**src/rtl/toggle_pulse_meter.sv**
```systemverilog
// Measures delay from trigger to data leaving its idle band, and how long it stays out, in ce_i samples.
// Optional: define PULSE_METER_DEGLITCH_EN to require two consecutive inactive samples to end a pulse.
module toggle_pulse_meter #(
    parameter int unsigned COUNTER_WIDTH = 18,
    parameter int unsigned DATA_WIDTH    = 14
) (
    input  logic                         clk_i,
    input  logic                         rst_ni,
    input  logic                         ce_i,
    input  logic                         trig_i,
    input  logic signed [DATA_WIDTH-1:0] data_i,
    input  logic signed [DATA_WIDTH-1:0] idle_data_i,
    input  logic        [DATA_WIDTH-1:0] tol_i,
    output logic [COUNTER_WIDTH-1:0]     delay_cycles_o,
    output logic [COUNTER_WIDTH-1:0]     toggle_cycles_o,
    output logic                         overflow_o,
    output logic                         valid_o,
    output logic                         busy_o
);

    typedef enum logic [1:0] {StIdle, StWait, StMeasure} state_e;

    localparam logic [COUNTER_WIDTH-1:0] CntMax = '1;
    localparam logic [COUNTER_WIDTH-1:0] CntOne = {{(COUNTER_WIDTH-1){1'b0}}, 1'b1};

    state_e                     state_q, state_d;
    logic [COUNTER_WIDTH-1:0]   dcnt_q, dcnt_d;
    logic [COUNTER_WIDTH-1:0]   tcnt_q, tcnt_d;
    logic [COUNTER_WIDTH-1:0]   delay_q, toggle_q;
    logic                       ovf_q, valid_q;

    logic                       finish;
    logic [COUNTER_WIDTH-1:0]   res_toggle;
    logic                       res_ovf;

`ifdef PULSE_METER_DEGLITCH_EN
    logic                       glitch_q, glitch_d;
`endif

    // One extra bit keeps the signed difference exact for any pair of samples.
    logic signed [DATA_WIDTH:0] diff;
    logic        [DATA_WIDTH:0] diff_mag;
    logic                       active;

    assign diff = $signed({data_i[DATA_WIDTH-1], data_i})
                - $signed({idle_data_i[DATA_WIDTH-1], idle_data_i});

    always_comb begin
        diff_mag = $unsigned(diff);
        if (diff[DATA_WIDTH]) begin
            diff_mag = $unsigned(-diff);
        end
    end

    assign active = (diff_mag > {1'b0, tol_i});

    // State register
    always_ff @(posedge clk_i or negedge rst_ni) begin
        if (!rst_ni) begin
            state_q <= StIdle;
            dcnt_q  <= '0;
            tcnt_q  <= '0;
        end else begin
            state_q <= state_d;
            dcnt_q  <= dcnt_d;
            tcnt_q  <= tcnt_d;
        end
    end

`ifdef PULSE_METER_DEGLITCH_EN
    always_ff @(posedge clk_i or negedge rst_ni) begin
        if (!rst_ni) begin
            glitch_q <= 1'b0;
        end else begin
            glitch_q <= glitch_d;
        end
    end
`endif

    // Next-state and counter logic
    always_comb begin
        state_d    = state_q;
        dcnt_d     = dcnt_q;
        tcnt_d     = tcnt_q;
        finish     = 1'b0;
        res_toggle = tcnt_q;
        res_ovf    = 1'b0;
`ifdef PULSE_METER_DEGLITCH_EN
        glitch_d   = glitch_q;
`endif
        if (ce_i) begin
            case (state_q)
                StIdle: begin
                    // The trigger sample itself is never evaluated as data.
                    if (trig_i) begin
                        state_d = StWait;
                        dcnt_d  = '0;
                        tcnt_d  = '0;
                    end
                end
                StWait: begin
                    if (active) begin
                        state_d = StMeasure;
                        tcnt_d  = CntOne;
`ifdef PULSE_METER_DEGLITCH_EN
                        glitch_d = 1'b0;
`endif
                    end else if (dcnt_q == CntMax) begin
                        finish     = 1'b1;
                        res_toggle = '0;
                        res_ovf    = 1'b1;
                    end else begin
                        dcnt_d = dcnt_q + CntOne;
                    end
                end
                StMeasure: begin
                    if (active) begin
`ifdef PULSE_METER_DEGLITCH_EN
                        glitch_d = 1'b0;
`endif
                        if (tcnt_q == CntMax) begin
                            finish  = 1'b1;
                            res_ovf = 1'b1;
                        end else begin
                            tcnt_d = tcnt_q + CntOne;
                        end
`ifdef PULSE_METER_DEGLITCH_EN
                    end else if (!glitch_q) begin
                        // First inactive sample is provisionally counted as active.
                        if (tcnt_q == CntMax) begin
                            finish  = 1'b1;
                            res_ovf = 1'b1;
                        end else begin
                            tcnt_d   = tcnt_q + CntOne;
                            glitch_d = 1'b1;
                        end
                    end else begin
                        // Second inactive in a row: withdraw the provisional count.
                        finish     = 1'b1;
                        res_toggle = tcnt_q - CntOne;
                        glitch_d   = 1'b0;
                    end
`else
                    end else begin
                        finish = 1'b1;
                    end
`endif
                end
                default: begin
                    state_d = StIdle;
                end
            endcase
            if (finish) begin
                state_d = StIdle;
            end
        end
    end

    // Result registers
    always_ff @(posedge clk_i or negedge rst_ni) begin
        if (!rst_ni) begin
            delay_q  <= '0;
            toggle_q <= '0;
            ovf_q    <= 1'b0;
            valid_q  <= 1'b0;
        end else begin
            valid_q <= finish;
            if (finish) begin
                delay_q  <= dcnt_q;
                toggle_q <= res_toggle;
                ovf_q    <= res_ovf;
            end
        end
    end

    // Outputs
    always_comb begin
        busy_o          = (state_q != StIdle);
        delay_cycles_o  = delay_q;
        toggle_cycles_o = toggle_q;
        overflow_o      = ovf_q;
        valid_o         = valid_q;
    end

endmodule

```
**config.mk**
```make
export PLATFORM = sky130hd
export DESIGN_NAME = toggle_pulse_meter
export DESIGN_NICKNAME = d
export VERILOG_FILES = /design/src/rtl/toggle_pulse_meter.sv
export SDC_FILE = /design/constraint.sdc
export NUM_CORES = 1
export LEC_CHECK = 0
export ABC_AREA = 1
export CORE_ASPECT_RATIO = 2
export CORE_MARGIN = 2
export CORE_UTILIZATION = 60
export CTS_BUF_LIST = sky130_fd_sc_hd__clkbuf_8
export DETAILED_ROUTE_END_ITERATION = 8
export PLACE_DENSITY = 0.87
export RECOVER_POWER = 25
export SKIP_LAST_GASP = 1
export SLEW_MARGIN = 40
export SYNTH_ARGS = -nofsm -noshare
export SYNTH_HDL_FRONTEND = slang
export SYNTH_SLANG_ARGS = --single-unit
```
**constraint.sdc**
```tcl
create_clock -name clk_i -period 3.6 [get_ports clk_i]
set_input_delay 0.72 -clock clk_i [delete_from_list [all_inputs] [get_ports clk_i]]
set_output_delay 0.72 -clock clk_i [all_outputs]
set_load 0.1 [all_outputs]
```
==> summary.md, run 1 <==
| Metric | Value |
|---|---|
| Halt Stage | global routing |
| Grt ovf | 56 |
| Syn Nets | 882 |
| Post-synth EDFFs | 0 |
| Total track usage | 0.651 |
| Ys Warns | 0 |
| Largest net degree at the start of global routing | 37 |
| Total CTS buffers | 9 |
| Syn Inst Count | 798 |
| # hold bufs at CTS | 0 |
| Avg Cell Area, Syn | 7.00 um2 |
| Yosys cell types | 41 |
| Most used DFF post-synth | dfrtp_1 |
| Placed cell area | 6890 um2 |
| Status | stopped before the end |
| H-Tree Depth | 3 |
| Num ports | 85 |
| Std-Cell Rows | 49 |
| Post-synthesis async set-or-reset flop share | 1.00 |
| RD Place Congestion | 0.915 |
| PortBufs | 84 |
| Post-detail-place hpwl | 12.4 mm |
| Number of synthesized register bits | 76 |
| Longest Clk Path Bufs | 2 |
| First Err | [ERROR GRT-0232] Routing congestion too high. Check the congestion heatmap in the GUI. |
| Chip width | 72.2 um |
| Die Span Y | 140 um |
| Initial Util | 0.620 |
| Post-synthesis sequential area ratio | 0.340 |
| Sink Count | 76 |
| Mapped cell area | 5590 um2 |
| Root Buffer Master | clkbuf_8 |
[kinds of logic after synthesis]
logic type      share of synthesized area
compound gates                      0.108
xor+xnor                           0.0501
fa+ha+maj                          0.0864
buf+inv                             0.103
flops                               0.340
simple gates                        0.312
[synthesized netlist by cell type, drive strengths merged (3+ instances only)]
master | number | share of area
nor2 | 71 | 0.049
nand4 | 17 | 0.020
nor3 | 20 | 0.019
o21ai | 79 | 0.075
inv | 122 | 0.082
nor4 | 5 | 0.0056
nand3 | 55 | 0.051
ha | 37 | 0.083
a21oi | 15 | 0.016
nor3b | 4 | 0.0054
clkbuf | 8 | 0.0054
xor2 | 29 | 0.045
xnor2 | 3 | 0.0047
o21bai | 4 | 0.0054
buf | 12 | 0.015
dfrtp | 76 | 0.34
nand2 | 225 | 0.16
[timing repair]
| action | in CTS |
|---|---|
| pin swaps | 70 |
| gates cloned | 8 |
| gates resized for setup | 191 |
| setup endpoints to repair | 76 |
| buffers inserted | 36 |
[per-layer routing]
layer / GRT usage / overflow
met1: 0.607 / 3
met2: 0.891 / 30
met3: 0.394 / 0
met4: 0.724 / 23
met5: 0.0423 / 0
[per-stage QoR]
stage / setup slack [ns] / TNS, ns / instances
floorplan: -0.481 / -30.30 / 798
CTS: -0.461 / -29.88 / 1097
global placement: -1.36 / -99.33 / 1037
detailed placement: -1.48 / -106.80 / 1037
==> run 2: changes to the inputs <==
Settings changed: CORE_ASPECT_RATIO 2 to default, CORE_UTILIZATION 60 to 40, CTS_BUF_LIST sky130_fd_sc_hd__clkbuf_8 to default, PLACE_DENSITY 0.87 to default, PLACE_DENSITY_LB_ADDON from default to 0.15.
==> summary.md, run 2 <==
| Metric | Value |
|---|---|
| Combinational share of power | 0.542 |
| Syn Nets | 882 (unchanged) |
| Post-synthesis async set-or-reset flop share | 1.00 (unchanged) |
| CP max-delay cell | fa_2 |
| Startpoint types | input port |
| Yosys cell types | 41 (unchanged) |
| 1st-iter DRT viols | 389 |
| Chip width | 122 um (was 72.2 um) |
| Post-synth EDFFs | 0 (unchanged) |
| Hold Crit Class | register to register |
| Largest net degree at the start of global routing | 34 |
| CTS clk-pin slew, worst paths | 0.06 ns |
| Worst setup path class | input port to register |
| Mapped cell area | 5590 um2 (unchanged) |
| Post-detail-place hpwl | 11.2 mm (was 12.4 mm) |
| Sw Share | 0.465 |
| Number of synthesized register bits | 76 (unchanged) |
| Grt ovf | 0 |
| RD Place Congestion | 0.866 (was 0.915) |
| Sequential share of power | 0.238 |
| Cell taking the most area after synthesis | dfrtp_1 (unchanged) |
| Status | finished with violations (was stopped before the end) |
| Pleak | 4.18 nW |
| Initial Util | 0.406 (was 0.620) |
| Routed WL | 17.2 mm |
| Routed Antenna Nets | 0 |
| Worst Skew | 0.0102 ns |
| PortBufs | 84 (unchanged) |
| Longest Clk Path Bufs | 2 (unchanged) |
| Initial antenna violation count | 0 |
| Vias/cell | 5.05 |
| P_sw | 2.13 mW |
| Number of global-route vias before repair | 5952 |
| Final setup margin | -0.617 ns |
| Commonest cells post-synth | 219 x nand2_1, 121 x inv_1, 76 x dfrtp_1, 69 x nor2_1, 53 x nand3_1 (unchanged) |
| Commonest cells after routing, fill and taps aside | 158 x nand2_1, 103 x buf_4, 97 x inv_1, 76 x dfrtp_1, 59 x nor2_1 |
| Minimum hold slack | 0.490 ns |
| CP max FO | 7 |
| Syn Inst Count | 798 (unchanged) |
| Multi-input gate area | 3890 um2 |
| Std-Cell Rows | 43 (was 49) |
| Relative slew slack | 0.0841 |
| Crit path largest cell delay | 0.43 ns |
| First-pass GRT wire length | 27.4 mm |
| Worst R2R Start | dcnt_q[0] |
| Synth area leaders | dfrtp_1 34%, nand2_1 15%, ha_1 8.3% (unchanged) |
| Total track usage | 0.229 |
| Cell family with most CP delay | simple AND/OR/NAND/NOR gates |
| Reg2reg setup slack | 0.59 ns |
| Placed cell count | 1124 (was 1037) |
| Int Power | 2.45 mW |
| Most common cell after layout, fill and taps aside | nand2_1 |
| Post-route insts no fill | 1188 |
| Avg WL per Cell | 14.5 um |
| N_diodes | 0 |
| Peak supply drop | 0.000285 V |
| Worst Path Required | 3.82 ns |
| Slew Limit Fails | 0 |
| Max cap viols | 0 |
| Critical Path AT | 4.44 ns |
| Root Buffer Master | clkbuf_16 (was clkbuf_8) |
| Die Span Y | 122 um (was 140 um) |
| Failing checks | setup timing |
| Worst Setup End Kind | register |
| Clock latency on the worst-skew pair | 0.34 ns |
| H-Tree Depth | 3 (unchanged) |
| FF-to-FF path depth | 14 |
| Fin crit share | 1.17 |
| Final #Nets | 1087 |
| Hold Fails Final Rpt | 0 |
| TritonCTS clock tree | yes |
| Avg Cell Area, Syn | 7.00 um2 (unchanged) |
| Total CTS buffers | 9 (unchanged) |
| Highest clock rate | 237 MHz |
| Slew @ Worst Pin | 1.37 ns |
| PwrDens | 525 nW/um2 |
| R2r endpoint | dcnt_q[4] |
| Syn-to-layout area delta | 56.1% |
| Placed cell area | 7070 um2 (was 6890 um2) |
| Yosys top cell area share | 0.340 (unchanged) |
| Total area of sequential cells | 1900 um2 |
| Instance count on the critical path | 29 |
| Most used DFF post-synth | dfrtp_1 (unchanged) |
| Clk pwr share | 0.220 |
| Sink Count | 76 (unchanged) |
| Drt drc | 0 |
| WHS Path Cells | 2 |
| Post-synthesis sequential area ratio | 0.340 (unchanged) |
| Worst slack at placement | -1.39 ns (was -1.48 ns) |
| Die area | 14900 um2 |
| Layout cells sized above 1 | 0.358 |
| Final min period | 4.22 ns |
| Worst setup path start | data_i[0] |
| Top-count cell post-synth | nand2_1 (unchanged) |
| Final setup vio count | 76 |
| Fillers | 1206 |
| Num ports | 85 (unchanged) |
| Post-route cell area | 8730 um2 |
| Core ar. | 13800 um2 |
| RSZ-0062 raised after global routing | yes |
| Ys Warns | 0 (unchanged) |
| TritonRoute pass-1 iters | 5 |
| WP buf/inv | 8 |
| Vias | 5998 |
| Final setup TNS | -40.03 ns |
| Most frequent cell on the critical path | nand2_4 |
| Setup crit end | delay_cycles_o[3] |
## run 2: cell counts after synthesis
No cell type changed its count.
## run 2: layout make-up
cell class / count / area share
Multi-Input combinational cell: 580 / 0.445
Sequential cell: 76 / 0.218
Timing Repair Buffer: 214 / 0.217
Inverter: 122 / 0.0551
Clock buffer: 10 / 0.0274
Tap cell: 180 / 0.0258
Clock inverter: 6 / 0.0110
## run 2: timing repair
item | CTS | global route
gates cloned | 5 | 7
gates resized for setup | 155 | 108
pin swaps | 59 | 27
setup endpoints to repair | 76 | 76
hold buffers | 0 | 0
buffers inserted | 35 | 7
## run 2: power by group through the flow
stage / Combinational [mW] / Clock (mW) / Sequential [mW]
after floorplan: 0.864 / 0 / 1.69
after global placement: 2.06 / 0 / 1.08
after detailed placement: 2.00 / 0 / 1.07
after CTS: 2.31 / 1.02 / 1.07
after global routing: 2.66 / 1.05 / 1.11
final: 2.48 / 1.01 / 1.09
## run 2: worst min path at each step
stage	start	to
2_1_floorplan	rst_ni	dcnt_q[0]
3_3_place_gp	toggle_cycles_o[9]	toggle_cycles_o[9]
3_5_place_dp	toggle_cycles_o[7]	toggle_cycles_o[7]
4_1_cts	rst_ni	delay_cycles_o[11]
5_1_grt	delay_cycles_o[4]	delay_cycles_o[4]
6_report	toggle_cycles_o[7]	toggle_cycles_o[7]
## run 2: logic make-up (layout without fill, tap and decap cells)
| kind of cell | count (synthesis) | count (layout) | share of synthesized area |
|---|---|---|---|
| AOI/OAI and AO/OA | 107 | 107 | 0.108 |
| xor gates and xnor gates | 32 | 32 | 0.0501 |
| adders and majority gates | 38 | 38 | 0.0864 |
| buffers and inverters | 142 | 352 | 0.103 |
| DFF | 76 | 76 | 0.340 |
| and+or+nand+nor | 403 | 403 | 0.312 |
## run 2: per-stage QoR
stage,power [mW],util
finish,4.58,0.634
global route,4.82,0.634
CTS,4.39,0.602
detailed placement,3.08,0.513
global placement,3.13,0.527
floorplan,2.55,-
## run 2: layer usage
metal  wire (um)  part of all wire  track usage
met1        7310              0.42        0.282
met2        8800              0.51        0.406
met4         428             0.025       0.0848
met5           0                 0            0
met3         681             0.040       0.0318
## run 2: worst reg2reg max path: stages, from the launching register on
cell       delay, ns
dfrtp_1         0.41
ha_1            0.19
nand2_1         0.09
nor2_1          0.30
nand2_1         0.14
nor2_1          0.18
nand4_1         0.16
nor4_1          0.60
or2_2           0.26
a21oi_4         0.05
buf_12          0.13
buf_12          0.12
clkbuf_16       0.15
nand2_1         0.05
o21ai_0         0.07
Note: power is estimated with default switching activity, not from simulation.
==> run 3: changes to the inputs <==
Clock period 3.6 ns to 5.5 ns, I/O delays scaled along.
==> summary.md, run 3 (synthesis gave the netlist of run 2 again) <==
| Metric | Value |
|---|---|
| Final setup vio count | 0 (was 76) |
| Slew @ Worst Pin | 2.54 ns (was 1.37 ns) |
| Final min period | 5.03 ns |
| Hold Crit Start | delay_cycles_o[12] (was toggle_cycles_o[7]) |
| Initial antenna violation count | 0 (unchanged) |
| Die Span Y | 122 um (unchanged) |
| Post-route insts no fill | 1068 (was 1188) |
| Worst Path Required | 5.71 ns (was 3.82 ns) |
| Final #Nets | 967 (was 1087) |
| Number of setup buffers added after CTS | 0 (was 35) |
| Num ports | 85 (unchanged) |
| Grt ovf | 0 (unchanged) |
| Syn-to-layout area delta | 21.8% (was 56.1%) |
| Routed WL | 13.4 mm (was 17.2 mm) |
| RSZ-0062 raised after global routing | no (was yes) |
| Commonest cells after routing, fill and taps aside | 219 x nand2_1, 121 x inv_1, 76 x dfrtp_1, 69 x nor2_1, 53 x nand3_1 (was 158 x nand2_1, 103 x buf_4, 97 x inv_1, 76 x dfrtp_1, 59 x nor2_1) |
| Status | finished with violations (unchanged) |
| Longest Clk Path Bufs | 2 (unchanged) |
| TritonCTS clock tree | yes (unchanged) |
| Max cap viols | 2 (was 0) |
| Initial Util | 0.406 (unchanged) |
| Clk pwr share | 0.283 (was 0.220) |
| Layout Utilization | 0.494 (was 0.634) |
| Critical Path AT | 5.24 ns (was 4.44 ns) |
| H-Tree Depth | 3 (unchanged) |
| TritonRoute pass-1 iters | 5 (unchanged) |
| Sequential share of power | 0.266 (was 0.238) |
| Worst Skew | 0.00711 ns (was 0.0102 ns) |
| Peak supply drop | 0.000234 V (was 0.000285 V) |
| Hold Crit Class | register to register (unchanged) |
| Hold Fails Final Rpt | 0 (unchanged) |
| Relative slew slack | -0.693 (was 0.0841) |
| Vias | 5192 (was 5998) |
| Startpoint types | input port (unchanged) |
| Pleak | 3.31 nW (was 4.18 nW) |
| Total CTS buffers | 9 (unchanged) |
| Worst R2R Start | tcnt_q[0] (was dcnt_q[0]) |
| Core ar. | 13800 um2 (unchanged) |
| RD Place Congestion | 0.868 (was 0.866) |
| Highest clock rate | 199 MHz |
| 1st-iter DRT viols | 376 (was 389) |
| Number of global-route vias before repair | 4966 (was 5952) |
| Multi-input gate area | 3110 um2 (was 3890 um2) |
| Sink Count | 76 (unchanged) |
| N_diodes | 0 (unchanged) |
| PwrDens | 382 nW/um2 (was 525 nW/um2) |
| Post-detail-place hpwl | 10.4 mm (was 11.2 mm) |
| CTS resizes | 0 (was 155) |
| Fillers | 1418 (was 1206) |
| Most common cell after layout, fill and taps aside | nand2_1 (unchanged) |
| Clock latency on the worst-skew pair | 0.34 ns (about the same) |
| Layout cells sized above 1 | 0.0980 (was 0.358) |
| Placed cell count | 1052 (was 1124) |
| Failing checks | capacitance limit, slew limit (was setup timing) |
| Std-Cell Rows | 43 (unchanged) |
| P_sw | 1.20 mW (was 2.13 mW) |
| Chip width | 122 um (unchanged) |
| Drt drc | 0 (unchanged) |
| # hold bufs at CTS | 0 (unchanged) |
| Fin crit share | 0.915 |
| Largest net degree at the start of global routing | 53 (was 34) |
| Sw Share | 0.460 (was 0.465) |
| Slew Limit Fails | 79 (was 0) |
| PortBufs | 84 (unchanged) |
| Worst setup path start | data_i[0] (unchanged) |
| Final setup TNS | 0 ns (was -40.03 ns) |
| Total power draw | 2.60 mW (was 4.58 mW) |
| Total track usage | 0.188 (was 0.229) |
| Root Buffer Master | clkbuf_16 (unchanged) |
| Minimum hold slack | 0.477 ns (was 0.490 ns) |
| Int Power | 1.40 mW (was 2.45 mW) |
| Avg WL per Cell | 12.5 um (was 14.5 um) |
| Combinational share of power | 0.451 (was 0.542) |
| First-pass GRT wire length | 22.6 mm (was 27.4 mm) |
| CTS clk-pin slew, worst paths | 0.06 ns (about the same) |
| Total area of sequential cells | 1900 um2 (unchanged) |
| CP max FO | 52 (was 7) |
| Routed Antenna Nets | 0 (unchanged) |
| Vias/cell | 4.86 (was 5.05) |
| Worst Setup End Kind | register (unchanged) |
| Worst setup path class | input port to register (unchanged) |
| Die area | 14900 um2 (unchanged) |
[run 3: cell types whose count changed in the layout (fill, tap and decap cells not counted), moves of 12 or more]
cell / delta
o21ai_0: +23
nand2_4: -31
nand2_1: +61
o21ai_2: -19
nand3_2: -12
dlygate4sd2_1: -17
ha_1: +15
ha_4: -15
inv_2: -20
inv_1: +24
clkdlybuf4s50_1: +21
buf_4: -96
nand2_2: -30
nand3_1: +13
[run 3: power groups by stage]
stage | registers, mW | logic, mW | clock network [mW]
6_report | 0.693 | 1.17 | 0.736
5_1_grt | 0.705 | 1.28 | 0.769
4_1_cts | 0.694 | 1.18 | 0.745
3_5_place_dp | 0.703 | 1.18 | 0
3_3_place_gp | 0.703 | 1.22 | 0
2_1_floorplan | 1.10 | 0.521 | 0
[run 3: per-stage QoR]
step	setup slack, ns	instance area (um2)
floorplan	0.753	5590
global placement	0.183	6640
detailed placement	0.145	6440
CTS	0.498	6810
global route	0.0597	6810
finish	0.470	6810
[run 3: area by class of cell]
type,count,area share
inverters,122,0.0673
clock buffers,9,0.0331
repair buffers,94,0.108
flip-flops and latches,76,0.279
multi-input cells,580,0.457
clock inverters,7,0.0217
well taps,180,0.0331
[run 3: worst max-delay path, cell delays in order]
cell	delay (ns)
clkdlybuf4s50_1	0.45
inv_1	0.04
ha_1	0.18
inv_1	0.12
fa_1	0.44
inv_1	0.08
ha_1	0.13
inv_1	0.05
a21oi_1	0.13
nand3_1	0.13
nor2_2	0.16
nand4_2	0.14
nor2_2	0.13
nor2_1	0.06
xor2_1	0.14
ha_1	0.29
nand2_1	0.06
inv_1	0.06
nand2_1	0.06
nor4_1	0.23
nand3_1	0.18
nand2_4	0.14
nand2_4	0.06
nand2_2	0.10
nand3_2	0.13
buf_12	0.25
nand2_1	0.07
o21ai_0	0.08
[run 3: worst paths after layout]
path	to	slack [ns]	cells past startpoint
max reg2reg	toggle_cycles_o[8]	2.59	13
min	delay_cycles_o[12]	0.48	2
min in group asynchronous	delay_cycles_o[13]	1.17	1
min reg2reg	delay_cycles_o[12]	0.48	2
max in group asynchronous	toggle_cycles_o[7]	1.24	2
max	toggle_cycles_o[8]	0.47	28
[run 3: routing by layer]
| layer | wire length, um | GRT usage | vias to the layer above |
|---|---|---|---|
| met5 | 0 | 0 | - |
| met2 | 6140 | 0.314 | 124 |
| met1 | 6330 | 0.248 | 2324 |
| met3 | 680 | 0.0342 | 18 |
| li1 | - | - | 2726 |
| met4 | 222 | 0.0560 | 0 |
